## src/rtl/ctrl_pkg.sv

```systemverilog
// Shared encodings for the RV32 ID stage: opcodes, control-field encodings and the
// packed control bundle carried from decode into the EX-facing register.
package ctrl_pkg;

    localparam logic [6:0] OP_R      = 7'b0110011;
    localparam logic [6:0] OP_IALU   = 7'b0010011;
    localparam logic [6:0] OP_LOAD   = 7'b0000011;
    localparam logic [6:0] OP_STORE  = 7'b0100011;
    localparam logic [6:0] OP_BRANCH = 7'b1100011;
    localparam logic [6:0] OP_JAL    = 7'b1101111;
    localparam logic [6:0] OP_JALR   = 7'b1100111;
    localparam logic [6:0] OP_LUI    = 7'b0110111;
    localparam logic [6:0] OP_AUIPC  = 7'b0010111;

    localparam logic [6:0] F7_MEXT   = 7'b0000001;

    typedef enum logic [1:0] {
        ALU_ADD   = 2'b00,
        ALU_BR    = 2'b01,
        ALU_FUNCT = 2'b10,
        ALU_MEXT  = 2'b11
    } alu_op_e;

    typedef enum logic [1:0] {
        WB_ALU = 2'b00,
        WB_MEM = 2'b01,
        WB_PC4 = 2'b10
    } wb_sel_e;

    typedef enum logic [1:0] {
        A_RS1  = 2'b00,
        A_PC   = 2'b01,
        A_ZERO = 2'b10
    } a_sel_e;

    typedef struct packed {
        logic    branch;
        logic    mem_read;
        logic    memto_reg;
        logic    mem_write;
        logic    alu_src;
        logic    reg_write;
        logic    jump;
        logic    jalr;
        logic    illegal;
        alu_op_e alu_op;
        wb_sel_e wb_sel;
        a_sel_e  a_sel;
    } ctrl_bundle_t;

    localparam ctrl_bundle_t CTRL_NONE = ctrl_bundle_t'('0);

endpackage

```

## src/rtl/ctrl_decode_comb.sv

```systemverilog
// Pure combinational RV32I(+M) decoder: instruction word to control bundle plus
// register-usage flags consumed by the load-use hazard check.
module ctrl_decode_comb
    import ctrl_pkg::*;
#(
    parameter bit SUPPORT_M = 1'b0
) (
    input  logic [31:0]  instr,
    output ctrl_bundle_t ctrl,
    output logic         uses_rs1,
    output logic         uses_rs2
);

    logic [6:0] opcode;
    logic [2:0] funct3;
    logic [6:0] funct7;

    assign opcode = instr[6:0];
    assign funct3 = instr[14:12];
    assign funct7 = instr[31:25];

    always_comb begin
        // NOTE: every output gets a default first so no path through the case infers a latch.
        ctrl     = CTRL_NONE;
        uses_rs1 = 1'b0;
        uses_rs2 = 1'b0;
        case (opcode)
            OP_R: begin
                if (funct7 == F7_MEXT && !SUPPORT_M) begin
                    ctrl.illegal = 1'b1;
                end else begin
                    ctrl.reg_write = 1'b1;
                    ctrl.alu_op    = (funct7 == F7_MEXT) ? ALU_MEXT : ALU_FUNCT;
                    uses_rs1       = 1'b1;
                    uses_rs2       = 1'b1;
                end
            end
            OP_IALU: begin
                ctrl.reg_write = 1'b1;
                ctrl.alu_src   = 1'b1;
                ctrl.alu_op    = (funct3 == 3'b000) ? ALU_ADD : ALU_FUNCT;
                uses_rs1       = 1'b1;
            end
            OP_LOAD: begin
                ctrl.reg_write = 1'b1;
                ctrl.mem_read  = 1'b1;
                ctrl.memto_reg = 1'b1;
                ctrl.alu_src   = 1'b1;
                ctrl.wb_sel    = WB_MEM;
                uses_rs1       = 1'b1;
            end
            OP_STORE: begin
                ctrl.mem_write = 1'b1;
                ctrl.alu_src   = 1'b1;
                uses_rs1       = 1'b1;
                uses_rs2       = 1'b1;
            end
            OP_BRANCH: begin
                ctrl.branch = 1'b1;
                ctrl.alu_op = ALU_BR;
                uses_rs1    = 1'b1;
                uses_rs2    = 1'b1;
            end
            OP_JAL: begin
                ctrl.jump      = 1'b1;
                ctrl.reg_write = 1'b1;
                ctrl.alu_src   = 1'b1;
                ctrl.a_sel     = A_PC;
                ctrl.wb_sel    = WB_PC4;
            end
            OP_JALR: begin
                if (funct3 == 3'b000) begin
                    ctrl.jump      = 1'b1;
                    ctrl.jalr      = 1'b1;
                    ctrl.reg_write = 1'b1;
                    ctrl.alu_src   = 1'b1;
                    ctrl.wb_sel    = WB_PC4;
                    uses_rs1       = 1'b1;
                end else begin
                    ctrl.illegal = 1'b1;
                end
            end
            OP_LUI: begin
                ctrl.reg_write = 1'b1;
                ctrl.alu_src   = 1'b1;
                ctrl.a_sel     = A_ZERO;
            end
            OP_AUIPC: begin
                ctrl.reg_write = 1'b1;
                ctrl.alu_src   = 1'b1;
                ctrl.a_sel     = A_PC;
            end
            default: ctrl.illegal = 1'b1;
        endcase
        // Writes to x0 are architecturally discarded; loads still access memory.
        if (instr[11:7] == 5'd0) ctrl.reg_write = 1'b0;
    end

endmodule

```

## src/rtl/ctrl_decode_stage.sv

```systemverilog
// Registered ID stage: decode, load-use hazard detection, valid/ready handshake,
// flush handling and a saturating count of inserted bubbles.
module ctrl_decode_stage
    import ctrl_pkg::*;
#(
    parameter int XLEN      = 32,
    parameter bit SUPPORT_M = 1'b0,
    parameter int CNT_W     = 16
) (
    input  logic             clk,
    input  logic             reset,
    input  logic             in_valid,
    output logic             in_ready,
    input  logic [31:0]      in_instr,
    input  logic [XLEN-1:0]  in_pc,
    input  logic             flush,
    input  logic             ex_memRead,
    input  logic [4:0]       ex_rd,
    output logic             out_valid,
    input  logic             out_ready,
    output logic             branch,
    output logic             memRead,
    output logic             memtoReg,
    output logic             memWrite,
    output logic             ALUSrc,
    output logic             regWrite,
    output logic             jump,
    output logic             jalr,
    output logic             illegal,
    output logic [1:0]       ALUOp,
    output logic [1:0]       wbSel,
    output logic [1:0]       aSel,
    output logic [2:0]       funct3_o,
    output logic [4:0]       rs1,
    output logic [4:0]       rs2,
    output logic [4:0]       rd,
    output logic [XLEN-1:0]  pc_o,
    output logic [CNT_W-1:0] stall_cnt
);

    ctrl_bundle_t dec_ctrl;
    ctrl_bundle_t ctrl_q;
    logic         uses_rs1;
    logic         uses_rs2;
    logic [4:0]   in_rs1;
    logic [4:0]   in_rs2;
    logic         hazard;
    logic         out_free;
    logic         bubble;
    logic         take;

    ctrl_decode_comb #(
        .SUPPORT_M (SUPPORT_M)
    ) u_decode (
        .instr    (in_instr),
        .ctrl     (dec_ctrl),
        .uses_rs1 (uses_rs1),
        .uses_rs2 (uses_rs2)
    );

    assign in_rs1 = in_instr[19:15];
    assign in_rs2 = in_instr[24:20];

    assign hazard   = in_valid && ex_memRead && (ex_rd != 5'd0) &&
                      ((uses_rs1 && in_rs1 == ex_rd) || (uses_rs2 && in_rs2 == ex_rd));
    assign out_free = !out_valid || out_ready;
    // A flush always drains fetch, even while EX is backpressuring.
    assign in_ready = flush || (!hazard && out_free);
    assign bubble   = hazard && out_free;
    assign take     = in_valid && in_ready;

    always_ff @(posedge clk) begin
        // NOTE: sequential state uses non-blocking assignments so every register samples pre-edge values.
        if (reset) begin
            out_valid <= 1'b0;
            ctrl_q    <= CTRL_NONE;
            funct3_o  <= '0;
            rs1       <= '0;
            rs2       <= '0;
            rd        <= '0;
            pc_o      <= '0;
            stall_cnt <= '0;
        end else if (flush) begin
            out_valid <= 1'b0;
        end else if (bubble) begin
            out_valid <= 1'b0;
            if (stall_cnt != '1) stall_cnt <= stall_cnt + CNT_W'(1);
        end else if (take) begin
            out_valid <= 1'b1;
            ctrl_q    <= dec_ctrl;
            funct3_o  <= in_instr[14:12];
            rs1       <= in_rs1;
            rs2       <= in_rs2;
            rd        <= in_instr[11:7];
            pc_o      <= in_pc;
        end else if (out_valid && out_ready) begin
            out_valid <= 1'b0;
        end
    end

    assign branch   = ctrl_q.branch;
    assign memRead  = ctrl_q.mem_read;
    assign memtoReg = ctrl_q.memto_reg;
    assign memWrite = ctrl_q.mem_write;
    assign ALUSrc   = ctrl_q.alu_src;
    assign regWrite = ctrl_q.reg_write;
    assign jump     = ctrl_q.jump;
    assign jalr     = ctrl_q.jalr;
    assign illegal  = ctrl_q.illegal;
    assign ALUOp    = ctrl_q.alu_op;
    assign wbSel    = ctrl_q.wb_sel;
    assign aSel     = ctrl_q.a_sel;

endmodule

```

## config.mk

```make
export PLATFORM = sky130hd
export DESIGN_NAME = ctrl_decode_stage
export DESIGN_NICKNAME = d
export VERILOG_FILES = /design/src/rtl/ctrl_pkg.sv /design/src/rtl/ctrl_decode_comb.sv /design/src/rtl/ctrl_decode_stage.sv
export SDC_FILE = /design/constraint.sdc
export NUM_CORES = 1
export LEC_CHECK = 0
export ABC_AREA = 1
export CORE_AREA = 2 2 125 127
export CTS_BUF_LIST = sky130_fd_sc_hd__clkbuf_2
export DETAILED_ROUTE_END_ITERATION = 10
export DIE_AREA = 0 0 127 129
export PLACE_DENSITY = 0.59
export SLEW_MARGIN = 20
export SYNTH_ARGS = -nofsm -noshare
export SYNTH_HDL_FRONTEND = slang
export SYNTH_HIERARCHICAL = 1
export SYNTH_SLANG_ARGS = --single-unit
```

## constraint.sdc

```tcl
create_clock -name clk -period 3 [get_ports clk]
set_input_delay 0.45 -clock clk [delete_from_list [all_inputs] [get_ports clk]]
set_output_delay 0.45 -clock clk [all_outputs]
set_load 0.005 [all_outputs]
```

==> out/results.ini <==
[logic_synthesis]
synth_cells = 701
synth_top_area_cell = dfxtp_1
synth-edff-count = 0
synth_seq_cells = 82
synthTopCellsByCount = nand2_1 (210), nor2_1 (174), inv_1 (99)
yosysWarnings = 6
postSynth.asyncResetShare = 0
synth_top_area_frac = 0.373
synth_nets = 777
post_synth_num_cell_types = 33
yosysSeqAreaShare = 0.373
avgSynthCellArea_sq_um = 6.28
yosys-top-cells-area = dfxtp_1 (37%), nand2_1 (18%), nor2_1 (15%)
synth-main-ff-cell = dfxtp_1
netlist_area_sq_mm = 0.00440
synth.most_common_cell = nand2_1

[clocking]
cts.path.max_buffers = 2
clock_latency_ns = 0.58
cts_tree = done
clock-sinks = 82
clkTransAtPathRegs_ns = 0.25
clock-root-buffer = clkbuf_2
htree_levels = 3
ctsHoldBuffers = 0
cts-buffers-inserted = 9

[timing]
hold_viol = 0
skew_ns = 0.0219
relSlewSlack = 0.621
worstMarginPinSlew_ns = 0.568
drv_slew = 0
fin_crit_sh = 0.888
rsz0062_at_grt = false
max_freq_mhz = 375
worst_slack_ns = 0.335
period_needed_ns = 2.66
setup_viol = 0

[routing]
drt_iter0_markers = 225
drt-wirelength-per-cell_um = 11.1
vias = 4296
ant_nets = 0
drt-pass1-iter-count = 6
drt-total-wl_um = 11700
drc = 0
vias_per_cell = 4.09

[global_route]
grt_util_all_layers = 0.147
gr-total-overflow = 0
antenna_found_initial = 0
grt_pass1_vias = 4002
grt_max_degree = 57
grt_pass1_wl_um = 19300

[setup_path]
r2r_slack_ns = 0.74
endpoint_kind = output pin
regToRegStartpoint = stall_cnt[0]$_SDFFE_PP0P_
critical_path_arrival_ns = 2.21
worstRegToRegCells = 9
rr_endpoint = stall_cnt[0]$_SDFFE_PP0P_
worstPathRequired_ns = 2.55
cp_max_fo = 3
crit_type = in2out
cp-start-kind = primary input

[place]
hpwl_um = 8350
port_buffers = 157
dpl_cell_area_sq_mm = 0.00618
dp_slack_ns = -0.0144
place.gp.congestion = 0.835

[pwr]
p_clk_frac = 0.315
cellLeakagePower_nw = 3.03
power_density_mw_per_mm2 = 379
power.switching_mw = 0.644
power_frac_comb = 0.195
seqPwrFrac = 0.490
swShare = 0.267
ir_worst_vdd_mv = 0.167
cell_internal_pwr_mw = 1.77

[worst_hold_path]
hold_depth = 3
hold_end = pc_o[2]$_SDFFE_PP0P_
hp-start = in_pc[2]
hold_path_class = in2reg

[layout]
final_cell_area_sq_mm = 0.00636
n_antenna_cell = 0
layout.nets = 933
areaGrowthSynthToFinish_pct = 44.6
drive_gt1_frac = 0.0963

[floorplanning]
io_pins = 158
start_util = 0.294
core_sq_mm = 0.0150
dieWidth_um = 127
dieArea_sq_mm = 0.0164
placementRows = 45
die_h_um = 129

[run]
max_cap_violations = 0

[outcome]
status = finished clean

-- flip-flops by register name, indices dropped and copies added (netlist names), 2 cells and up --
register   flops
ALUOp          2
wbSel          2
aSel           2
rd             5
stall_cnt     16
rs2            5
rs1            5
pc_o          32
funct3_o       3
-- layout by cell type (no fill, tap or decap) --
cell and instances:
nand2_2 6, ha_1 1, a31oi_1 1, o21ai_0 4
nor2_1 171, nor4_4 1, nor4_1 1, buf_4 13
a21oi_1 4, xor2_1 10, nand2_1 208, clkinv_2 3
nor3_2 2, nand3_4 1, dfxtp_1 82, buf_12 4
nor3b_1 1, inv_2 9, clkbuf_2 9, dlymetal6s2s_1 4
nand4_1 4, inv_1 98, nand3_2 2, dlygate4sd2_1 1
nor2_2 7, nand4_4 1, o21ai_2 10, bufinv_16 3
clkdlybuf4s50_1 152, a21oi_2 11, nor3_1 4, nand3_1 28
clkinv_1 2, nor2_4 1, xnor2_1 3
-- repair_timing --
action / 4_1_cts / 5_1_grt
pin swaps: 1 / 2
buffers inserted: 0 / 1
resized for setup: 2 / 10
setup endpoints to repair: 1 / 1
-- critical path, stage by stage --
cell and delay, ns:
clkdlybuf4s50_1 0.47, nand2_2 0.09, inv_2 0.07, nand2_2 0.07, nor2_2 0.12, nand2_2 0.08, nand4_1 0.15, nand2_1 0.09
nor2_2 0.10, nand3_1 0.08, nand2_2 0.10, nand2_1 0.07, nand2_1 0.06, nand2_1 0.05, dlymetal6s2s_1 0.16
-- power by group through the flow --
stage	combinational, mW	sequential (mW)	clock [mW]
detailed placement	0.473	1.20	0
floorplan	0.196	1.21	0
global placement	0.475	1.20	0
global route	0.532	1.19	0.846
CTS	0.476	1.18	0.803
finish	0.470	1.18	0.758
-- worst max-delay path by stage --
stage                startpoint                    endpoint  depth (start not counted)
detailed placement  in_instr[1]                    in_ready                         15
CTS                 in_instr[2]                    in_ready                         14
finish              in_instr[1]                    in_ready                         15
floorplan           in_instr[1]  stall_cnt[10]$_SDFFE_PP0P_                         14
global placement    in_instr[1]                    in_ready                         15
global route        in_instr[1]                    in_ready                         15
-- layout make-up --
cell class | count | area, sq um
clock buffer | 9 | 45.0
clock inverter | 7 | 108
fill | 1604 | 8610
inverter | 108 | 407
multi-input combinational | 482 | 2170
sequential | 82 | 1640
tap | 188 | 235
timing repair buffer | 174 | 1760
-- logic make-up (layout without fill, tap and decap cells) --
group | after synthesis | in the layout | share of synthesized area
AOI/OAI and AO/OA | 30 | 30 | 0.0523
xor gates and xnor gates | 13 | 13 | 0.0259
and+or+nand+nor | 438 | 438 | 0.406
adders and majority gates | 1 | 1 | 0.00284
buffers and inverters | 137 | 298 | 0.140
DFF | 82 | 82 | 0.373
-- through the flow --
stage / hold slack (ns) / util / setup TNS (ns) / power [mW] / cells
6_report: 0.409 / 0.425 / 0 / 2.41 / 1050
3_3_place_gp: 0.486 / 0.413 / -0.00554 / 1.68 / 1033
4_1_cts: 0.323 / 0.423 / 0 / 2.46 / 1049
5_1_grt: 0.346 / 0.425 / 0 / 2.57 / 1050
2_1_floorplan: 0.473 / - / 0 / 1.40 / 701
3_5_place_dp: 0.485 / 0.413 / -0.0144 / 1.68 / 1033
-- per-layer routing --
layer	global-route usage	vias to the layer above	routed length, um
li1	-	2382	-
met1	0.190	1811	5680
met2	0.231	92	5150
met3	0.0437	11	666
met4	0.0601	0	194
met5	0	-	0
No activity file was read; power rests on OpenSTA's default activity.
